--- src/rtl/serv_rf_ram_sched.sv ---
// Schedules serv RF reads/writes onto a single-port RAM macro; writes are posted in a small FIFO.
// Optional build macro SERV_RF_WFWD_EN: forward queued write data to reads instead of stalling them.
module serv_rf_ram_sched #(
   parameter int width      = 2,
   parameter int csr_regs   = 4,
   parameter int depth      = 32*(32+csr_regs)/width,
   parameter int WBUF_DEPTH = 4,
   localparam int AW = $clog2(depth),
   localparam int CW = $clog2(WBUF_DEPTH)+1
) (
   input  logic             i_clk,
   input  logic             i_rst,
   input  logic             i_wen,
   input  logic [AW-1:0]    i_waddr,
   input  logic [width-1:0] i_wdata,
   output logic             o_wready,
   input  logic             i_ren,
   input  logic [AW-1:0]    i_raddr,
   output logic             o_rready,
   output logic             o_rvalid,
   output logic [width-1:0] o_rdata,
   output logic [CW-1:0]    o_wbuf_cnt,
   output logic             o_mem_ce,
   output logic             o_mem_we,
   output logic [AW-1:0]    o_mem_addr,
   output logic [width-1:0] o_mem_wdata,
   output logic [width-1:0] o_mem_wmask,
   input  logic [width-1:0] i_mem_rdata
);

   localparam int PW = $clog2(WBUF_DEPTH);

   logic [AW-1:0]    wb_addr_q [WBUF_DEPTH];
   logic [AW-1:0]    wb_addr_d [WBUF_DEPTH];
   logic [width-1:0] wb_data_q [WBUF_DEPTH];
   logic [width-1:0] wb_data_d [WBUF_DEPTH];
   logic [PW-1:0]    rd_ptr_q, rd_ptr_d;
   logic [PW-1:0]    wr_ptr_q, wr_ptr_d;
   logic [CW-1:0]    cnt_q, cnt_d;
   logic             rvalid_q, rvalid_d;

   logic full, empty, hit, rd_block, rd_acc, wr_acc, push, pop;
   logic [PW-1:0] idx;

`ifdef SERV_RF_WFWD_EN
   logic             fwd_hit_q, fwd_hit_d;
   logic [width-1:0] fwd_data_q, fwd_data_d;
   logic [width-1:0] hit_data;
`endif

   assign full  = (cnt_q == CW'(WBUF_DEPTH));
   assign empty = (cnt_q == '0);

   // Walk live entries oldest to youngest so the last match is the youngest one.
   always_comb begin
      hit = 1'b0;
      idx = '0;
`ifdef SERV_RF_WFWD_EN
      hit_data = '0;
`endif
      for (int k = 0; k < WBUF_DEPTH; k++) begin
         idx = rd_ptr_q + PW'(k);
         if (CW'(k) < cnt_q && wb_addr_q[idx] == i_raddr) begin
            hit = 1'b1;
`ifdef SERV_RF_WFWD_EN
            hit_data = wb_data_q[idx];
`endif
         end
      end
   end

`ifdef SERV_RF_WFWD_EN
   assign rd_block = 1'b0;
`else
   assign rd_block = hit;
`endif

   assign o_wready    = !i_rst && !full;
   assign o_rready    = !i_rst && !full && !rd_block;
   assign rd_acc      = i_ren && o_rready;
   assign wr_acc      = i_wen && o_wready;
   assign o_mem_wmask = '1;

   // Port grant: read, then FIFO drain, then direct write into an empty FIFO.
   always_comb begin
      o_mem_ce    = 1'b0;
      o_mem_we    = 1'b0;
      o_mem_addr  = i_raddr;
      o_mem_wdata = i_wdata;
      push        = 1'b0;
      pop         = 1'b0;
      if (i_rst) begin
         o_mem_ce = 1'b0;
      end else if (rd_acc) begin
         o_mem_ce = 1'b1;
         push     = wr_acc;
      end else if (!empty) begin
         o_mem_ce    = 1'b1;
         o_mem_we    = 1'b1;
         o_mem_addr  = wb_addr_q[rd_ptr_q];
         o_mem_wdata = wb_data_q[rd_ptr_q];
         pop         = 1'b1;
         push        = wr_acc;
      end else if (wr_acc) begin
         o_mem_ce   = 1'b1;
         o_mem_we   = 1'b1;
         o_mem_addr = i_waddr;
      end
   end

   always_comb begin
      wb_addr_d = wb_addr_q;
      wb_data_d = wb_data_q;
      if (push) begin
         wb_addr_d[wr_ptr_q] = i_waddr;
         wb_data_d[wr_ptr_q] = i_wdata;
      end
      wr_ptr_d = push ? wr_ptr_q + 1'b1 : wr_ptr_q;
      rd_ptr_d = pop  ? rd_ptr_q + 1'b1 : rd_ptr_q;
      cnt_d    = cnt_q + CW'(push) - CW'(pop);
      rvalid_d = rd_acc;
`ifdef SERV_RF_WFWD_EN
      fwd_hit_d  = rd_acc && hit;
      fwd_data_d = hit_data;
`endif
   end

   always_ff @(posedge i_clk) begin
      wb_addr_q <= wb_addr_d;
      wb_data_q <= wb_data_d;
`ifdef SERV_RF_WFWD_EN
      fwd_data_q <= fwd_data_d;
`endif
   end

   always_ff @(posedge i_clk) begin
      if (i_rst) begin
         rd_ptr_q <= '0;
         wr_ptr_q <= '0;
         cnt_q    <= '0;
         rvalid_q <= 1'b0;
`ifdef SERV_RF_WFWD_EN
         fwd_hit_q <= 1'b0;
`endif
      end else begin
         rd_ptr_q <= rd_ptr_d;
         wr_ptr_q <= wr_ptr_d;
         cnt_q    <= cnt_d;
         rvalid_q <= rvalid_d;
`ifdef SERV_RF_WFWD_EN
         fwd_hit_q <= fwd_hit_d;
`endif
      end
   end

   assign o_rvalid   = rvalid_q;
   assign o_wbuf_cnt = cnt_q;
`ifdef SERV_RF_WFWD_EN
   assign o_rdata = !rvalid_q ? '0 : (fwd_hit_q ? fwd_data_q : i_mem_rdata);
`else
   assign o_rdata = rvalid_q ? i_mem_rdata : '0;
`endif

endmodule
--- config.mk ---
export PLATFORM = sky130hd
export DESIGN_NAME = serv_rf_ram_sched
export DESIGN_NICKNAME = d
export VERILOG_FILES = /design/src/rtl/serv_rf_ram_sched.sv
export SDC_FILE = /design/constraint.sdc
export NUM_CORES = 1
export LEC_CHECK = 0
export ABC_AREA = 1
export CAP_MARGIN = 20
export CORE_ASPECT_RATIO = 1.4
export CORE_MARGIN = 4
export CORE_UTILIZATION = 45
export CTS_BUF_LIST = sky130_fd_sc_hd__clkbuf_4 sky130_fd_sc_hd__clkbuf_8
export CTS_CLUSTER_SIZE = 25
export DETAILED_ROUTE_END_ITERATION = 8
export HOLD_SLACK_MARGIN = 0.1
export PLACE_DENSITY = 0.77
export SYNTH_ARGS = -nofsm -noshare
export SYNTH_HDL_FRONTEND = slang
export SYNTH_SLANG_ARGS = --single-unit
--- constraint.sdc ---
create_clock -name i_clk -period 4 [get_ports i_clk]
set_clock_uncertainty 0.1 [all_clocks]
set_input_delay 0.8 -clock i_clk [delete_from_list [all_inputs] [get_ports i_clk]]
set_output_delay 0.8 -clock i_clk [all_outputs]
set_load 0.005 [all_outputs]
# After elaboration in Yosys (flattened, before gate mapping)
# Index checks and enable logic that the tools add are counted.
# W data, S select, Z words.
classes:
  magnitude_cmp: 10
  n_mux: 45
  eq_ne: 5
  reduce_logical: 13
  shifts: 0
  n_bitwise: 5
  mul: 0
  n_div: 0
  addsub: 6
op_table:
  columns: ["cell", "count"]
  rows:
  - ["$mux W10", 13]
  - ["$bmux W10 S2", 4]
  - ["$bwmux W40", 1]
  - ["$eq A10 B10 Y1", 4]
  - ["$demux W10 S2", 1]
  - ["$mux W1", 16]
  - ["$ge A3 B3 Y1 const B", 5]
  - ["$not A2 Y3", 5]
  - ["$mux W2", 7]
  - ["$logic_and A1 B1 Y1", 9]
  - ["$bwmux W8", 1]
  - ["$lt A1 B3 Y1 const A", 2]
  - ["$lt A2 B3 Y1 const A", 2]
  - ["$add A2 B1 Y2 const B", 2]
  - ["$add A2 B2 Y2 const B", 2]
  - ["$bmux W2 S2", 1]
  - ["$demux W2 S2", 1]
  - ["$add A3 B1 Y3", 1]
  - ["$eq A3 B3 Y1 const B", 1]
  - ["$logic_not A1 Y1", 3]
  - ["$logic_not A3 Y1", 1]
  - ["$lt A3 B1 Y1 const B", 1]
  - ["$sub A3 B1 Y3", 1]
totals:
  n_memories: 0
  output_inout_bits: 24
  latch_bits: 0
  mem_bits_rw: 0
  in_bits: 28
  register_bits: 56
  mem_bits_ro: 0

# Logic depth before layout (Yosys ltp)
# Gate-level depths: netlist (run 1).
logic_depth:
  depth_word: 17
  depth_mapped: 25

# Least setup slack after synthesis (run 1)
# OpenSTA, ideal clock, no wires.
synth_timing:
  path_type: "input -> register"
  start: "in i_rst"
  end: "reg cnt_q[2] (netlist: o_wbuf_cnt[2])"
  path_buffers: 2
  arrival_time_ns: 2.955
  path_stages: 13
  setup_slack_ns: 0.816
  required_time_ns: 3.771
  cell_sequence: "clkbuf_1 > a31oi_1 > nand2_1 > inv_1 > clkbuf_1 > nand2_2 > ha_1 > inv_1 > ha_1 > inv_1 > fa_1 > xnor2_1 > nor2_1"
synth_between:
  elab_chain_cells: 8
  elab_cells_between_ends: 12
  classes_between: "2 x add/sub; 5 x mux; 5 x reduce/logical"
synth_lines:
  columns: ["element", "line", "source"]
  rows:
  - ["from (decl)", "12", "input logic i_rst,"]
  - ["$logic_not A1 Y1 (*)", "78", "assign o_wready = !i_rst && !full;"]
  - ["$logic_and A1 B1 Y1 (*)", "78", null]
  - ["named net o_wready", "16", "output logic o_wready,"]
  - ["$logic_and A1 B1 Y1, on equally long branches", "81, 79", null]
  - ["$mux W1 or $logic_and A1 B1 Y1 (tied branches)", "97, 80", null]
  - ["$mux W1", "94", "end else if (rd_acc) begin"]
  - ["$mux W1", "92", "if (i_rst) begin"]
  - ["$add A3 B1 Y3", "120", "cnt_d = cnt_q + CW'(push) - CW'(pop);"]
  - ["$sub A3 B1 Y3 (*)", "120", null]
  - ["to (signal assigned)", "148", "cnt_q <= cnt_d;"]
  - ["to (decl)", "39", "logic [CW-1:0] cnt_q, cnt_d;"]
# Mark *: on every way through the listed nets, which the timed path passes. The rest lies on a longest branch.
# A chain may end at the register's enable or synchronous reset.

# Final worst setup path (run 1)
layout_timing:
  start: "in i_raddr[3]"
  end: "out o_mem_addr[9]"
layout_between:
  elab_chain_cells: 11
  elab_cells_between_ends: 17
  classes_between: "4 x eq/ne; 6 x mux; 7 x reduce/logical"
layout_lines:
  columns: ["element", "line", "source"]
  rows:
  - ["from (decl)", "18", "input logic [AW-1:0] i_raddr,"]
  - ["$eq A10 B10 Y1", "63", "if (CW'(k) < cnt_q && wb_addr_q[idx] == i_raddr) begin"]
  - ["$logic_and A1 B1 Y1", "63", null]
  - ["$mux W1 (3 in a row)", "63", null]
  - ["$mux W1 (*)", "63", null]
  - ["$logic_not A1 Y1 (*)", "79", "assign o_rready = !i_rst && !full && !rd_block;"]
  - ["$logic_and A1 B1 Y1 (*)", "79", null]
  - ["$logic_and A1 B1 Y1 (*)", "80", "assign rd_acc = i_ren && o_rready;"]
  - ["$mux W10 (*)", "94", null]
  - ["$mux W10 (*)", "92", null]
  - ["to (decl)", "25", "output logic [AW-1:0] o_mem_addr,"]
# Mark *: on every way between the ends. The rest lies on a longest branch, timed or not.

==> impl_metrics.json, run 1 <==
{
  "clock-root-buffer": "clkbuf_8",
  "dieArea_um2": 11100,
  "start_kind": "input pin",
  "cts_sinks": 56,
  "cts_inserted_buffers": 5,
  "detail-route-antenna-nets": 0,
  "whs_path_depth": 2,
  "timing.hold.ws_ns": 0.459,
  "vias": 4398,
  "die_h_um": 123,
  "powerDensity_nw_per_um2": 647,
  "antenna_found_initial": 0,
  "dr.first_iter.drc_count": 471,
  "cp_max_fo": 10,
  "via_per_inst": 5.37,
  "cts_hold_buf": 0,
  "r2r_cells": 28,
  "synth_top_area_cell": "edfxtp_1",
  "place_ws_ns": -0.0616,
  "core_area_um2": 9130,
  "wl_mm": 13.0,
  "cp-end-kind": "primary output",
  "finalWeightedCongestion": 0.945,
  "hold_class": "reg2reg",
  "htree_levels": 2,
  "yosysWarnings": 0,
  "drtPass1Iterations": 5,
  "r2r_slack_ns": 0.38,
  "dp.cells": 805,
  "worstHoldEndpoint": "wr_ptr_q[1]",
  "yosys-top-cells-area": "edfxtp_1 34%, nand2_1 26%, nand3_1 12%, inv_1 4.5%, dfxtp_1 3.7%",
  "setup_violations": 0,
  "drv_slew": 0,
  "grt.total_usage_pct": 22.7,
  "max_freq_mhz": 255,
  "drc": 0,
  "final_cell_mix": "290 x nand2_1, 103 x nand3_1, 48 x edfxtp_1",
  "synth_top_area_share_pct": 33.7,
  "path_clk_slew_ns": 0.09,
  "min_period_over_period_pct": 98.1,
  "drv_cap": 0,
  "synthesis.area_um2": 4280,
  "synth-seq-cells": 56,
  "die_w_um": 90.4,
  "min_period_ns": 3.92,
  "detail_route.wl_per_cell_um": 15.8,
  "reg2reg_from": "rd_ptr_q[0]",
  "crit_type": "in2out",
  "portBuffers": 49,
  "grt_setup_unrepaired": "no",
  "hold_viol": 0,
  "start_util_pct": 46.8,
  "tritoncts": "built",
  "peakVddDrop_mv": 0.438,
  "drive_gt1_share_pct": 12.6,
  "num_rows": 41,
  "diodes": 0,
  "clock_path_buffers": 2,
  "avgSynthCellArea_um2": 6.72,
  "final_common_cell": "nand2_1",
  "grt_overflow": 0,
  "grt_pass1_vias": 3963,
  "worstHoldStart": "wr_ptr_q[1]",
  "worstReg2RegEnd": "o_wbuf_cnt[2]",
  "grt_pass1_wl_mm": 19.7,
  "power.leakage_nw": 2.70,
  "crit_arrival_ns": 3.02,
  "stdcell_count": 819,
  "worstSkewPairLatency_ns": 0.31,
  "status": "finished clean",
  "ys_seq_area_share_pct": 37.5,
  "dp_hpwl_mm": 9.76,
  "worst-endpoint-required_ns": 3.10,
  "syn_to_final_growth_pct": 25.4,
  "finalSetupTns_ns": 0,
  "io_pins": 52,
  "worst_slack_ns": 0.0752,
  "nNetsFinal": 749,
  "grt_max_degree": 26,
  "synth_cells": 636,
  "yosysUniqueCellTypes": 30
}
-- repair_timing --
| item | 4_1_cts | 5_1_grt |
|---|---|---|
| buffers inserted | 0 | 4 |
| gates cloned | 0 | 3 |
| pin swaps | 0 | 4 |
| resized for setup | 5 | 38 |
| endpoints found under the setup margin | 14 | 14 |
-- through the flow --
step,total power [mW],instance area [µm²],util [%]
2_1_floorplan,2.30,4280,-
3_3_place_gp,2.88,5050,55.3
3_5_place_dp,2.94,5050,55.3
4_1_cts,3.26,5160,56.5
5_1_grt,3.78,5360,58.7
6_report,3.47,5360,58.7
-- registers in the layout (all words and copies together) (netlist names) --
register / cells
rd_ptr_q: 2
o_rvalid: 1
wb_addr_q: 40
wr_ptr_q: 2
wb_data_q: 8
o_wbuf_cnt: 3
-- per-layer routing --
| metal | vias to the layer above | GRT usage [%] | part of all wire [%] |
|---|---|---|---|
| met4 | 0 | 10.1 | 4.3 |
| li1 | 2204 | - | - |
| met5 | - | 0 | 0 |
| met2 | 188 | 37.9 | 46 |
| met3 | 32 | 3.96 | 8.4 |
| met1 | 1974 | 29.0 | 41 |
-- cells in the mapped netlist --
master,n
nand2_1,291
nand3_1,104
inv_1,51
edfxtp_1,48
nor2_1,29
o21ai_0,24
buf_2,10
dfxtp_1,8
ha_1,8
o21ai_2,8
buf_4,7
buf_6,7
a21oi_1,5
clkbuf_1,5
o21ai_1,5
nand4_1,4
xor2_1,4
nand2_2,3
nand2_4,3
inv_4,2
a31oi_1,1
conb_1,1
fa_1,1
inv_6,1
nand3_4,1
nor2_2,1
nor2_4,1
nor3_1,1
o211ai_1,1
xnor2_1,1
-- power by group --
part	leakage (nW)	internal, mW	switching [mW]	total (mW)
sequential	0.501	0.697	0.0542	0.751
combinational	2.15	0.935	1.47	2.41
clock	0.0473	0.138	0.175	0.314
-- worst max-delay path by stage --
stage / depth (start not counted) / startpoint / endpoint / slack, ns
global route: 14 / i_raddr[4] / o_mem_addr[9] / 0.001
global placement: 16 / i_raddr[0] / o_mem_addr[0] / -0.05
detailed placement: 16 / i_raddr[0] / o_mem_addr[0] / -0.06
finish: 13 / i_raddr[3] / o_mem_addr[9] / 0.08
CTS: 18 / rd_ptr_q[0] / o_mem_wdata[0] / 0.02
floorplan: 13 / i_rst / o_wbuf_cnt[2] / 0.82
-- layout make-up --
class	instances	area, µm²
multi-input cells	498	2300
fillers	840	3770
clock buffers	6	82.6
clock inverters	1	8.76
repair buffers	97	1020
flip-flops and latches	56	1610
inverters	54	213
well taps	107	134
-- worst max-delay path, stage by stage --
cell	delay (ns)
clkdlybuf4s50_1	0.44
inv_1	0.17
nand3_1	0.11
nand3_1	0.12
nor2_1	0.05
nand3_1	0.11
nand2_1	0.08
nor2_2	0.17
nand3_4	0.14
nand2_4	0.11
inv_6	0.07
o21ai_2	0.13
clkdlybuf4s50_1	0.51
-- logic make-up (layout without fill, tap and decap cells) --
family	Yosys count	in the layout	share of synthesized area, %
AO/OA/AOI/OAI	44	44	5.94
XOR/XNOR	5	5	1.02
adder cells (fa/ha/maj)	9	9	2.81
buffers and inverters	83	158	9.66
flip-flops	56	56	37.5
other	1	2	0.0877
AND/OR/NAND/NOR	438	438	43.0
Power figures use the tool's default switching activity.
==> inputs of run 2 (changes only) <==
--- a/config.mk
+++ b/config.mk
@@ -7,7 +7,7 @@
 export LEC_CHECK = 0
 export ABC_AREA = 1
 export CAP_MARGIN = 20
-export CORE_ASPECT_RATIO = 1.4
+export CORE_ASPECT_RATIO = 0.9
 export CORE_MARGIN = 4
 export CORE_UTILIZATION = 45
 export CTS_BUF_LIST = sky130_fd_sc_hd__clkbuf_4 sky130_fd_sc_hd__clkbuf_8
@@ -15,6 +15,7 @@
 export DETAILED_ROUTE_END_ITERATION = 8
 export HOLD_SLACK_MARGIN = 0.1
 export PLACE_DENSITY = 0.77
+export RECOVER_POWER = 100
 export SYNTH_ARGS = -nofsm -noshare
 export SYNTH_HDL_FRONTEND = slang
 export SYNTH_SLANG_ARGS = --single-unit
==> impl_metrics.json, run 2 (synthesized netlist as in run 1, its figures left out) <==
{
  "placed_cell_area_um2": 5030,
  "cts_sinks": 56,
  "p_seq_share_pct": 22.7,
  "via_per_inst": 5.44,
  "cp-end-kind": "primary output",
  "peakVddDrop_mv": 0.294,
  "start_kind": "input pin",
  "dp.cells": 818,
  "hold_viol": 0,
  "antenna_found_initial": 0,
  "drv_slew": 0,
  "min_period_over_period_pct": 97.9,
  "nFillCells": 890,
  "dieArea_um2": 11100,
  "cp_max_fo": 4,
  "stdcell_count": 830,
  "drive_gt1_share_pct": 9.32,
  "dp_hpwl_mm": 10.1,
  "die_w_um": 111,
  "crit_type": "in2out",
  "place_ws_ns": -0.0200,
  "p_total_mw": 3.32,
  "grt_max_degree": 31,
  "diodes": 0,
  "worst-endpoint-required_ns": 3.10,
  "postLayoutCoreUtil_pct": 56.4,
  "fin_area_um2": 5190,
  "tightest_slew_ns": 0.653,
  "syn_to_final_growth_pct": 21.4,
  "grt_pass1_vias": 4108,
  "worstSkewPairLatency_ns": 0.31,
  "portBuffers": 49,
  "powerDensity_nw_per_um2": 640,
  "final_common_cell": "nand2_1",
  "grt_setup_unrepaired": "no",
  "dr.first_iter.drc_count": 443,
  "die_h_um": 100,
  "power.leakage_nw": 2.58,
  "hold_class": "reg2reg",
  "slew_headroom_pct": 56.5,
  "nNetsFinal": 744,
  "vias": 4514,
  "crit_arrival_ns": 3.02,
  "switchingPower_mw": 1.69,
  "grt.total_usage_pct": 22.7,
  "cts_inserted_buffers": 5,
  "grt_overflow": 0,
  "clock_path_buffers": 2,
  "drtPass1Iterations": 5,
  "finalSetupTns_ns": 0,
  "clock-root-buffer": "clkbuf_8",
  "drv_cap": 0,
  "detail-route-antenna-nets": 0,
  "power.share.switching_pct": 50.8,
  "intPower_mw": 1.63,
  "start_util_pct": 46.4,
  "finalWeightedCongestion": 1.08,
  "final_cell_mix": "293 x nand2_1, 104 x nand3_1, 48 x edfxtp_1",
  "worst_slack_ns": 0.0842,
  "wl_mm": 13.2,
  "timing.hold.ws_ns": 0.448,
  "setup_violations": 0,
  "status": "finished clean",
  "detail_route.wl_per_cell_um": 15.9,
  "core_area_um2": 9210,
  "num_rows": 33,
  "min_period_ns": 3.92,
  "pwr-share-clk_pct": 9.6,
  "grt_pass1_wl_mm": 20.2,
  "tritoncts": "built",
  "htree_levels": 2,
  "regMostFlops": "wb_addr_q",
  "io_pins": 52,
  "max_freq_mhz": 255,
  "path_clk_slew_ns": 0.10,
  "drc": 0,
  "pwr-share-comb_pct": 67.7,
  "largest_reg_flops": 40
}
==> run 2: changes by cell type in the layout (fill, tap and decap cells not counted), sizes merged <==
cell / before / now
clkdlybuf4s50: 34 / 12
dlygate4sd3: 0 / 19
clkinvlp: 0 / 1
inv: 54 / 53
buf: 45 / 30
clkbuf: 9 / 19
clkdlybuf4s25: 0 / 5
dlymetal6s2s: 15 / 13
clkinv: 1 / 2
==> run 2: repair_timing <==
action                                  in CTS  in global routing
buffers inserted                             0                  3
endpoints found under the setup margin      13                 14
cloned                                       0                  1
resized for setup                            7                 40
hold buffers                                 0                  0
pin swaps                                    0                  2
==> run 2: final timing paths <==
path                                  start             to  slack, ns  cells past startpoint
worst max-delay path             i_raddr[6]       o_mem_we       0.08                     13
worst min-delay path            wr_ptr_q[1]    wr_ptr_q[1]       0.45                      2
worst max register to register  rd_ptr_q[0]  o_wbuf_cnt[2]       0.29                     24
worst min register to register  wr_ptr_q[1]    wr_ptr_q[1]       0.45                      2
==> run 2: power groups by stage <==
stage	sequential (mW)	clock [mW]	combinational, mW
after global routing	0.763	0.342	2.49
final	0.754	0.318	2.25
after detailed placement	0.759	0	2.17
after global placement	0.754	0	2.11
after floorplan	0.735	0	1.57
after CTS	0.746	0.324	2.19
==> run 2: worst max-delay path: stages <==
cell and delay [ns]:
clkdlybuf4s50_1 0.50, clkbuf_1 0.19, nand3_1 0.11, nand2_2 0.11, nand3_1 0.11, nor2_1 0.12
nand3_1 0.08, nand2_1 0.08, nor2_2 0.05, nand3_4 0.09, nand2_4 0.10, nor2_1 0.14
clkdlybuf4s50_1 0.52
==> run 2: metal layers <==
metal	up-vias	global-route usage (%)	routed length, µm
met5	-	0	0
met4	0	6.91	291
met1	2076	31.0	5670
met2	225	38.0	6030
met3	22	3.00	1170
li1	2191	-	-
==> run 2: layout make-up <==
cell class | instances | area (µm²) | area share, %
clock buffer | 6 | 76.3 | 1.47
clock inverter | 2 | 11.3 | 0.217
inverter | 54 | 225 | 4.34
multi-input combinational | 498 | 2250 | 43.3
sequential | 56 | 1610 | 31.0
tap | 122 | 153 | 2.94
timing repair buffer | 92 | 870 | 16.8
==> inputs of run 3 (changes only) <==
--- a/config.mk
+++ b/config.mk
@@ -5,7 +5,6 @@
 export SDC_FILE = /design/constraint.sdc
 export NUM_CORES = 1
 export LEC_CHECK = 0
-export ABC_AREA = 1
 export CAP_MARGIN = 20
 export CORE_ASPECT_RATIO = 0.9
 export CORE_MARGIN = 4
==> impl_metrics.json, run 3 <==
{
  "setup_violations": 17,
  "grt_max_degree": 18,
  "p_total_mw": 3.10,
  "r2r_cells": 19,
  "htree_levels": 2,
  "grt_setup_unrepaired": "yes",
  "async_flop_share_pct": 0,
  "start_util_pct": 46.8,
  "synth_top_area_share_pct": 37.6,
  "dieArea_um2": 10100,
  "synth_top_area_cell": "edfxtp_1",
  "cts_inserted_buffers": 5,
  "die_w_um": 105,
  "grt.total_usage_pct": 23.6,
  "drv_slew": 0,
  "num_rows": 31,
  "crit_arrival_ns": 3.39,
  "crit_type": "in2out",
  "synth_cells": 320,
  "die_h_um": 95.5,
  "detail-route-antenna-nets": 0,
  "peakVddDrop_mv": 0.289,
  "worstHoldStart": "wr_ptr_q[0]",
  "dp.cells": 545,
  "vias": 3338,
  "diodes": 0,
  "violations": "negative setup slack",
  "nNetsFinal": 507,
  "largest_reg_flops": 40,
  "whs_path_depth": 1,
  "cp-end-kind": "primary output",
  "hold_class": "reg2reg",
  "finalWeightedCongestion": 1.01,
  "dr.first_iter.drc_count": 237,
  "min_period_ns": 4.29,
  "wl_mm": 12.6,
  "detail_route.wl_per_cell_um": 21.5,
  "drc": 0,
  "drive_gt1_share_pct": 53.1,
  "cts_hold_buf": 0,
  "clock_path_buffers": 2,
  "crit_path_start": "i_raddr[9]",
  "worstSkewPairLatency_ns": 0.31,
  "synth-edff-count": 48,
  "portBuffers": 49,
  "hold_viol": 0,
  "cp_max_fo": 8,
  "dp_hpwl_mm": 8.47,
  "antenna_found_initial": 0,
  "path_clk_slew_ns": 0.10,
  "status": "finished, violations left",
  "synth_commonest_cells": "48 x edfxtp_1, 41 x xnor2_1, 35 x mux2i_1",
  "power.leakage_nw": 2.30,
  "worstReg2RegEnd": "o_wbuf_cnt[2]",
  "regMostFlops": "wb_addr_q",
  "io_pins": 52,
  "tightest_slew_ns": 0.695,
  "tritoncts": "built",
  "max_freq_mhz": 233,
  "final_common_cell": "buf_4",
  "syn_to_final_growth_pct": 57.3,
  "avgSynthCellArea_um2": 12.0,
  "synthesis.area_um2": 3830,
  "place_ws_ns": -0.738,
  "cts_sinks": 56,
  "core_area_um2": 8180,
  "worst_slack_ns": -0.289,
  "powerDensity_nw_per_um2": 515,
  "reg2reg_from": "rd_ptr_q[0]",
  "timing.hold.ws_ns": 0.429,
  "drtPass1Iterations": 4,
  "worst-endpoint-required_ns": 3.10,
  "synth_ff_type": "edfxtp_1",
  "yosys-top-cells-area": "edfxtp_1 38%, xnor2_1 9.4%, mux2i_1 9.2%, mux4_2 7.1%, dfxtp_1 4.2%",
  "grt_pass1_wl_mm": 18.1,
  "synth-seq-cells": 56,
  "yosysWarnings": 0,
  "stdcell_count": 586,
  "via_per_inst": 5.70,
  "final_cell_mix": "88 x buf_4, 48 x edfxtp_1, 24 x inv_1",
  "grt_pass1_vias": 3423,
  "slew_headroom_pct": 53.6,
  "min_period_over_period_pct": 107,
  "ys_seq_area_share_pct": 41.8,
  "start_kind": "input pin",
  "worstHoldEndpoint": "wr_ptr_q[0]",
  "yosysMostFrequentCell": "edfxtp_1",
  "r2r_slack_ns": -0.06,
  "grt_overflow": 0,
  "yosysUniqueCellTypes": 58,
  "drv_cap": 0,
  "clock-root-buffer": "clkbuf_8"
}
[run 3: cell count changes after synthesis, sizes merged, moves of 5 or more]
cell	previous run	this run
o21ai	37	5
mux2i	0	37
mux4	0	13
nor2	31	20
xnor2	1	41
nor4	0	5
buf	24	13
nand3	105	5
mux2	0	8
nand2	297	5
o221ai	0	9
o2111ai	0	6
inv	54	30
[run 3: what timing repair did]
| action | 4_1_cts | 5_1_grt |
|---|---|---|
| endpoints found under the setup margin | 17 | 17 |
| gates resized for setup | 123 | 93 |
| cloned | 1 | 0 |
| pin swaps | 29 | 25 |
| endpoints found under the hold margin | 0 | 0 |
| buffers inserted | 23 | 19 |
[run 3: report_power, final]
part,switching [mW],internal [mW],leakage (nW)
Sequential,0.0524,0.706,0.500
Clock,0.194,0.196,0.0592
Combinational,0.937,1.02,1.74
[run 3: kinds of logic (layout without fill, tap and decap cells)]
group                      count (synthesis)  in the layout  share of synthesized area, %
AOI/OAI and AO/OA                         48             48                          10.8
other                                      1              2                        0.0979
muxes                                     58             58                          20.4
DFF                                       56             56                          41.8
xor gates and xnor gates                  43             43                          9.84
and+or+nand+nor                           54             54                          7.35
adders and majority gates                  9              9                          3.14
buffers and inverters                     51            201                          6.50
[run 3: worst max-delay path: stages]
cell	delay (ns)
dlygate4sd2_1	0.28
xnor2_1	0.41
nor4_2	0.14
mux2i_2	0.26
nor4_4	0.08
or4_4	0.60
buf_6	0.16
buf_8	0.14
o211ai_1	0.22
o221ai_2	0.15
buf_2	0.15
[run 3: how the worst max path moves through the flow]
stage	slack, ns	cells past startpoint	to
6_report	-0.29	11	o_mem_addr[5]
3_3_place_gp	-0.72	11	o_mem_addr[3]
5_1_grt	-0.44	13	o_mem_addr[5]
3_5_place_dp	-0.74	11	o_mem_addr[3]
2_1_floorplan	0.35	15	o_wbuf_cnt[2]
4_1_cts	-0.25	12	o_mem_wdata[1]
[run 3: routing by layer]
metal	up-vias	GRT usage (%)	part of all wire, %
met5	-	0	0
met4	0	6.12	2.3
met3	29	5.08	7.1
met2	158	40.2	50
met1	1646	30.6	41
li1	1505	-	-
[run 3: area by class of cell]
| class | instances | area (µm²) |
|---|---|---|
| clock buffer | 6 | 76.3 |
| clock inverter | 2 | 38.8 |
| tap | 115 | 144 |
| sequential | 56 | 1610 |
| inverter | 30 | 120 |
| timing repair buffer | 163 | 1460 |
| multi-input combinational | 214 | 2580 |
| fill | 525 | 2160 |
[run 3: metrics by stage]
step | cell area (µm²) | TNS [ns] | util [%]
4_1_cts | 5500 | -2.53 | 67.2
3_5_place_dp | 5020 | -10.77 | 61.3
6_report | 6020 | -3.30 | 73.6
5_1_grt | 6020 | -4.86 | 73.6
2_1_floorplan | 3830 | 0 | -
3_3_place_gp | 5020 | -10.43 | 61.3
